--- src/rtl/bus_arbiter_rr4.sv ---
// Round-robin arbiter for a 4-source shared bus. It inserts one turnaround cycle
// between owners, can preempt a long holder, and registers a sample of the bus.
module bus_arbiter_rr4 #(
  parameter int WIDTH    = 8,
  parameter int MAX_HOLD = 4
) (
  input  logic             clk,
  input  logic             rst,
  input  logic [3:0]       req,
  input  logic [WIDTH-1:0] d0,
  input  logic [WIDTH-1:0] d1,
  input  logic [WIDTH-1:0] d2,
  input  logic [WIDTH-1:0] d3,
  output logic [3:0]       gnt,
  output logic [1:0]       sel,
  output logic             bus_en,
  output logic [WIDTH-1:0] y,
  output logic             y_valid
);

  typedef enum logic [1:0] {
    IDLE  = 2'd0,
    GRANT = 2'd1,
    TURN  = 2'd2
  } state_e;

  localparam logic [7:0] HOLD_LAST = 8'(MAX_HOLD - 1);

  state_e           state_q, state_d;
  logic [3:0]       gnt_q, gnt_d;
  logic [1:0]       sel_q, sel_d;
  logic             bus_en_q, bus_en_d;
  logic [WIDTH-1:0] y_q, y_d;
  logic             y_valid_q, y_valid_d;
  logic [1:0]       ptr_q, ptr_d;
  logic [7:0]       hold_cnt_q, hold_cnt_d;

  logic             any_req;
  logic [1:0]       winner;
  logic             hold_limit;
  logic             release_now;
  logic [WIDTH-1:0] bus_data;

  // The bus is modelled as the resolved value of the selected driver; sampling
  // is gated by bus_en so a floating bus is never captured.
  always_comb begin
    case (sel_q)
      2'd0:    bus_data = d0;
      2'd1:    bus_data = d1;
      2'd2:    bus_data = d2;
      default: bus_data = d3;
    endcase
  end

  // Scan from the farthest offset back to ptr so the nearest requester wins.
  always_comb begin
    any_req = |req;
    winner  = ptr_q;
    for (int i = 3; i >= 0; i--) begin
      if (req[ptr_q + 2'(i)]) winner = ptr_q + 2'(i);
    end
  end

  always_comb begin
    hold_limit  = (MAX_HOLD != 0) && (hold_cnt_q == HOLD_LAST) &&
                  ((req & ~gnt_q) != 4'b0000);
    release_now = !req[sel_q] || hold_limit;
  end

  // NOTE: every register, outputs included, is cleared by the async reset, so
  // gnt and bus_en fall the moment rst rises with no clock required.
  always_ff @(posedge clk or posedge rst) begin
    if (rst) begin
      state_q    <= IDLE;
      gnt_q      <= '0;
      sel_q      <= '0;
      bus_en_q   <= 1'b0;
      y_q        <= '0;
      y_valid_q  <= 1'b0;
      ptr_q      <= '0;
      hold_cnt_q <= '0;
    end else begin
      // NOTE: non-blocking assignments keep every flop sampling pre-edge values.
      state_q    <= state_d;
      gnt_q      <= gnt_d;
      sel_q      <= sel_d;
      bus_en_q   <= bus_en_d;
      y_q        <= y_d;
      y_valid_q  <= y_valid_d;
      ptr_q      <= ptr_d;
      hold_cnt_q <= hold_cnt_d;
    end
  end

  always_comb begin
    state_d = state_q;
    case (state_q)
      IDLE:    if (any_req) state_d = GRANT;
      GRANT:   if (release_now) state_d = TURN;
      TURN:    state_d = any_req ? GRANT : IDLE;
      default: state_d = IDLE;
    endcase
  end

  always_comb begin
    // NOTE: defaults first so that no path through the case infers a latch.
    gnt_d      = gnt_q;
    sel_d      = sel_q;
    bus_en_d   = bus_en_q;
    ptr_d      = ptr_q;
    hold_cnt_d = hold_cnt_q;
    y_d        = bus_en_q ? bus_data : y_q;
    y_valid_d  = bus_en_q;
    case (state_q)
      IDLE, TURN: begin
        gnt_d      = '0;
        bus_en_d   = 1'b0;
        hold_cnt_d = '0;
        if (any_req) begin
          gnt_d    = 4'b0001 << winner;
          sel_d    = winner;
          bus_en_d = 1'b1;
        end
      end
      GRANT: begin
        if (hold_cnt_q != 8'hFF) hold_cnt_d = hold_cnt_q + 8'd1;
        // Advancing ptr past the owner gives a preempted owner lowest priority.
        if (release_now) begin
          gnt_d    = '0;
          bus_en_d = 1'b0;
          ptr_d    = sel_q + 2'd1;
        end
      end
      default: begin
        gnt_d      = '0;
        sel_d      = '0;
        bus_en_d   = 1'b0;
        ptr_d      = '0;
        hold_cnt_d = '0;
        y_d        = '0;
        y_valid_d  = 1'b0;
      end
    endcase
  end

  assign gnt     = gnt_q;
  assign sel     = sel_q;
  assign bus_en  = bus_en_q;
  assign y       = y_q;
  assign y_valid = y_valid_q;

endmodule

--- config.mk ---
export PLATFORM = sky130hd
export DESIGN_NAME = bus_arbiter_rr4
export DESIGN_NICKNAME = d
export VERILOG_FILES = /design/src/rtl/bus_arbiter_rr4.sv
export SDC_FILE = /design/constraint.sdc
export NUM_CORES = 1
export LEC_CHECK = 0
export BUFFER_PORTS_ARGS = -buffer_cell sky130_fd_sc_hd__buf_4
export CAP_MARGIN = 25
export CORE_MARGIN = 3
export CORE_UTILIZATION = 50
export CTS_CLUSTER_DIAMETER = 120
export DETAILED_ROUTE_END_ITERATION = 7
export GPL_ROUTABILITY_DRIVEN = 0
export PLACE_DENSITY = 0.81
export SETUP_SLACK_MARGIN = 0.05
export SYNTH_ARGS = -nofsm -noshare
export SYNTH_HDL_FRONTEND = slang
export SYNTH_SLANG_ARGS = --single-unit
--- constraint.sdc ---
create_clock -name clk -period 1.75 [get_ports clk]
set_input_delay 0.2625 -clock clk [delete_from_list [all_inputs] [get_ports clk]]
set_output_delay 0.2625 -clock clk [all_outputs]
set_load 0.01 [all_outputs]
==> flow_summary.yaml <==
pwr:
  switching_power_mw: 1.25
  internal_power_mw: 1.81
  swShare_pct: 40.8
  ir_drop_mv: 0.736
  pwr-share-clk_pct: 8.0
  power.density_mw_per_mm2: 1430
  pwr-share-seq_pct: 37.0
  leakage_nw: 1.04
  power_mw: 3.06
  power_frac_comb_pct: 55.0
logic_synthesis:
  synth_area_leaders: "dfrtp_1, mux2i_1, a222oi_1"
  ys_seq_area_share_pct: 43.0
  synth_adder_area_share_pct: 3.84
  netlist_top_cells_count: "dfrtp_1, nor2_1, nand2_1, o21ai_0, mux2i_1"
  synth_area_mm2: 0.00163
  muxShareOfSynthArea_pct: 9.52
  synth_xor_area_share_pct: 2.15
  post_synth.cell_area_avg_um2: 9.59
  synthesis.nets: 213
  synth_cells: 170
  ys_ff_latch: 28
  synth_top_cell_by_area: "dfrtp_1"
  synth_top_family_by_area: "simple AND/OR/NAND/NOR gates"
  netlist.area_leader.share_pct: 43.0
  synth-simple-area-share_pct: 19.5
  ys.flop_type: "dfrtp_1"
  yosys_warnings: 0
  synth_cell_types: 42
  synth-compound-area-share_pct: 18.3
  synth_edf_count: 0
  synth.most_common_cell: "dfrtp_1"
  ys_async_sr_fraction_pct: 100
setup_path:
  path_max_fanout: 6
  cp-end-kind: "register"
  cp.required_ns: 1.96
  cp_data_arrival_time_ns: 1.88
  crit_start: "sel[0]"
  rr_startpoint: "sel[0]"
  critical_path_class: "reg2reg"
  startpoint_type: "register"
clock_network:
  clk_path_buf_depth: 2
  postCtsHoldBufs: 0
  clk_pin_slew_ns: 0.14
  cts_buffers: 3
  cts_root_buffer: "clkbuf_4"
  clkLatencyLatePin_ns: 0.31
  htreeDepth: 1
  clock_sinks: 28
  cts_tree: "done"
finish:
  post-route-cell-area_mm2: 0.00214
  syn_to_final_growth_pct: 31.5
  num-nets-final: 270
  drive_gt1_share_pct: 33.8
  layout.cells.non_filler: 269
  antenna_cells: 0
timing:
  finalCritPeriodShare_pct: 95.0
  worst_pin_slew_ns: 0.519
  fmax_mhz: 601
  whs_ns: 0.00285
  fin_setup_tns_ns: 0
  hold_viol: 0
  maxSlewViolCount: 0
  finalSetupViolations: 0
  rsz0062_at_grt: "yes"
  fin_crit_ns: 1.66
  relSlewSlack_pct: 65.0
  clock_skew_ns: 0.00659
die:
  rows: 20
  start_util_pct: 53.0
  coreArea_mm2: 0.00308
  die_area_mm2: 0.00398
  die_w_um: 63.1
  io_pins: 54
  fp.dieH_um: 63.1
global_route:
  grt-ovfl-total: 0
  grt_pass1_vias: 1464
  grt_pass1_wl_mm: 7.00
  grt_usage_pct: 21.6
  antenna_found_initial: 0
  grt_max_degree: 29
routing:
  routedWlPerCell_um: 15.1
  drt-total-wl_mm: 4.07
  firstDrtPassIters: 4
  viasPerCell: 5.57
  vias: 1499
  ant_nets: 0
  drt_iter0_markers: 148
  drc: 0
place:
  placed_cells: 263
  portBuffers: 53
  placedInstanceArea_mm2: 0.00208
  hpwl_mm: 3.17
flow_run:
  drv_cap: 0
status:
  outcome: "finished clean"
hold_path:
  hold_path_class: "in2async"
[registers in the layout, summed over array words and instances (netlist names)]
signal,cells
state_q,2
sel,2
y,8
y_valid,1
bus_en,1
gnt,4
hold_cnt_q,8
ptr_q,2
[power by group through the flow]
stage,sequential [mW],clock (mW),combinational (mW)
floorplan,1.14,0,1.02
global placement,1.13,0,1.56
detailed placement,1.15,0,1.61
CTS,1.13,0.257,1.63
global route,1.17,0.279,1.87
finish,1.13,0.245,1.68
[critical path: stages (launching register included)]
cell     delay [ns]
dfrtp_2        0.47
buf_4          0.15
mux2i_1        0.12
nor3_2         0.24
o22ai_2        0.15
nand2_2        0.13
mux2_4         0.30
[logic make-up (layout without fill, tap and decap cells)]
kind of cell / Yosys count / in the layout
AOI/OAI and AO/OA: 40 / 40
xor gates and xnor gates: 4 / 4
adders and majority gates: 5 / 5
buffers and inverters: 15 / 70
DFF: 28 / 28
muxes: 15 / 15
and+or+nand+nor: 63 / 63
[final timing paths]
path                             to  slack (ns)  cells after the start
max in group asynchronous    sel[0]        1.47                      3
min reg2reg                  gnt[0]        0.55                      2
max                        ptr_q[0]        0.09                      6
min                         y_valid       0.003                      3
min in group clk               y[0]        0.31                      5
max reg2reg                ptr_q[0]        0.09                      6
[placed cells by master, fill, tap and decap left out, types with 2 or more instances in the layout]
cell and instances:
nand4_1 4, inv_1 7, ha_1 2, ha_2 3, nor2_1 21, a21oi_1 4
dfrtp_1 27, nor3_2 2, clkbuf_4 3, xor2_1 3, a21o_1 2, nor2b_1 3
buf_4 60, o21ai_0 15, and2_1 2, nand2b_1 4, nor3b_1 2, a222oi_1 8
mux2i_1 14, nand2_1 16
[per-stage QoR]
stage               worst slack, ns  util [%]
floorplan                    0.0927         -
global placement             0.0943      67.5
detailed placement           0.0214      67.5
CTS                          0.0664      68.5
global route                 0.0251      69.6
finish                       0.0867      69.6
[cell type report]
cell class	instances	area [um^2]
well taps	44	55.1
repair buffers	60	450
fillers	237	935
multi-input cells	127	887
flip-flops and latches	28	702
inverters	7	26.3
clock buffers	3	22.5
[per-layer routing]
layer / track usage (%) / part of all wire [%]
met5: 0 / 0
met3: 4.46 / 8.1
met4: 4.68 / 0.98
met1: 28.0 / 44
met2: 37.0 / 47
[timing repair]
item	in CTS	in global routing
pin swaps	1	3
setup endpoints to repair	2	11
gates resized for setup	1	6
buffers inserted	1	2
Note: power is estimated with default switching activity, not from simulation.
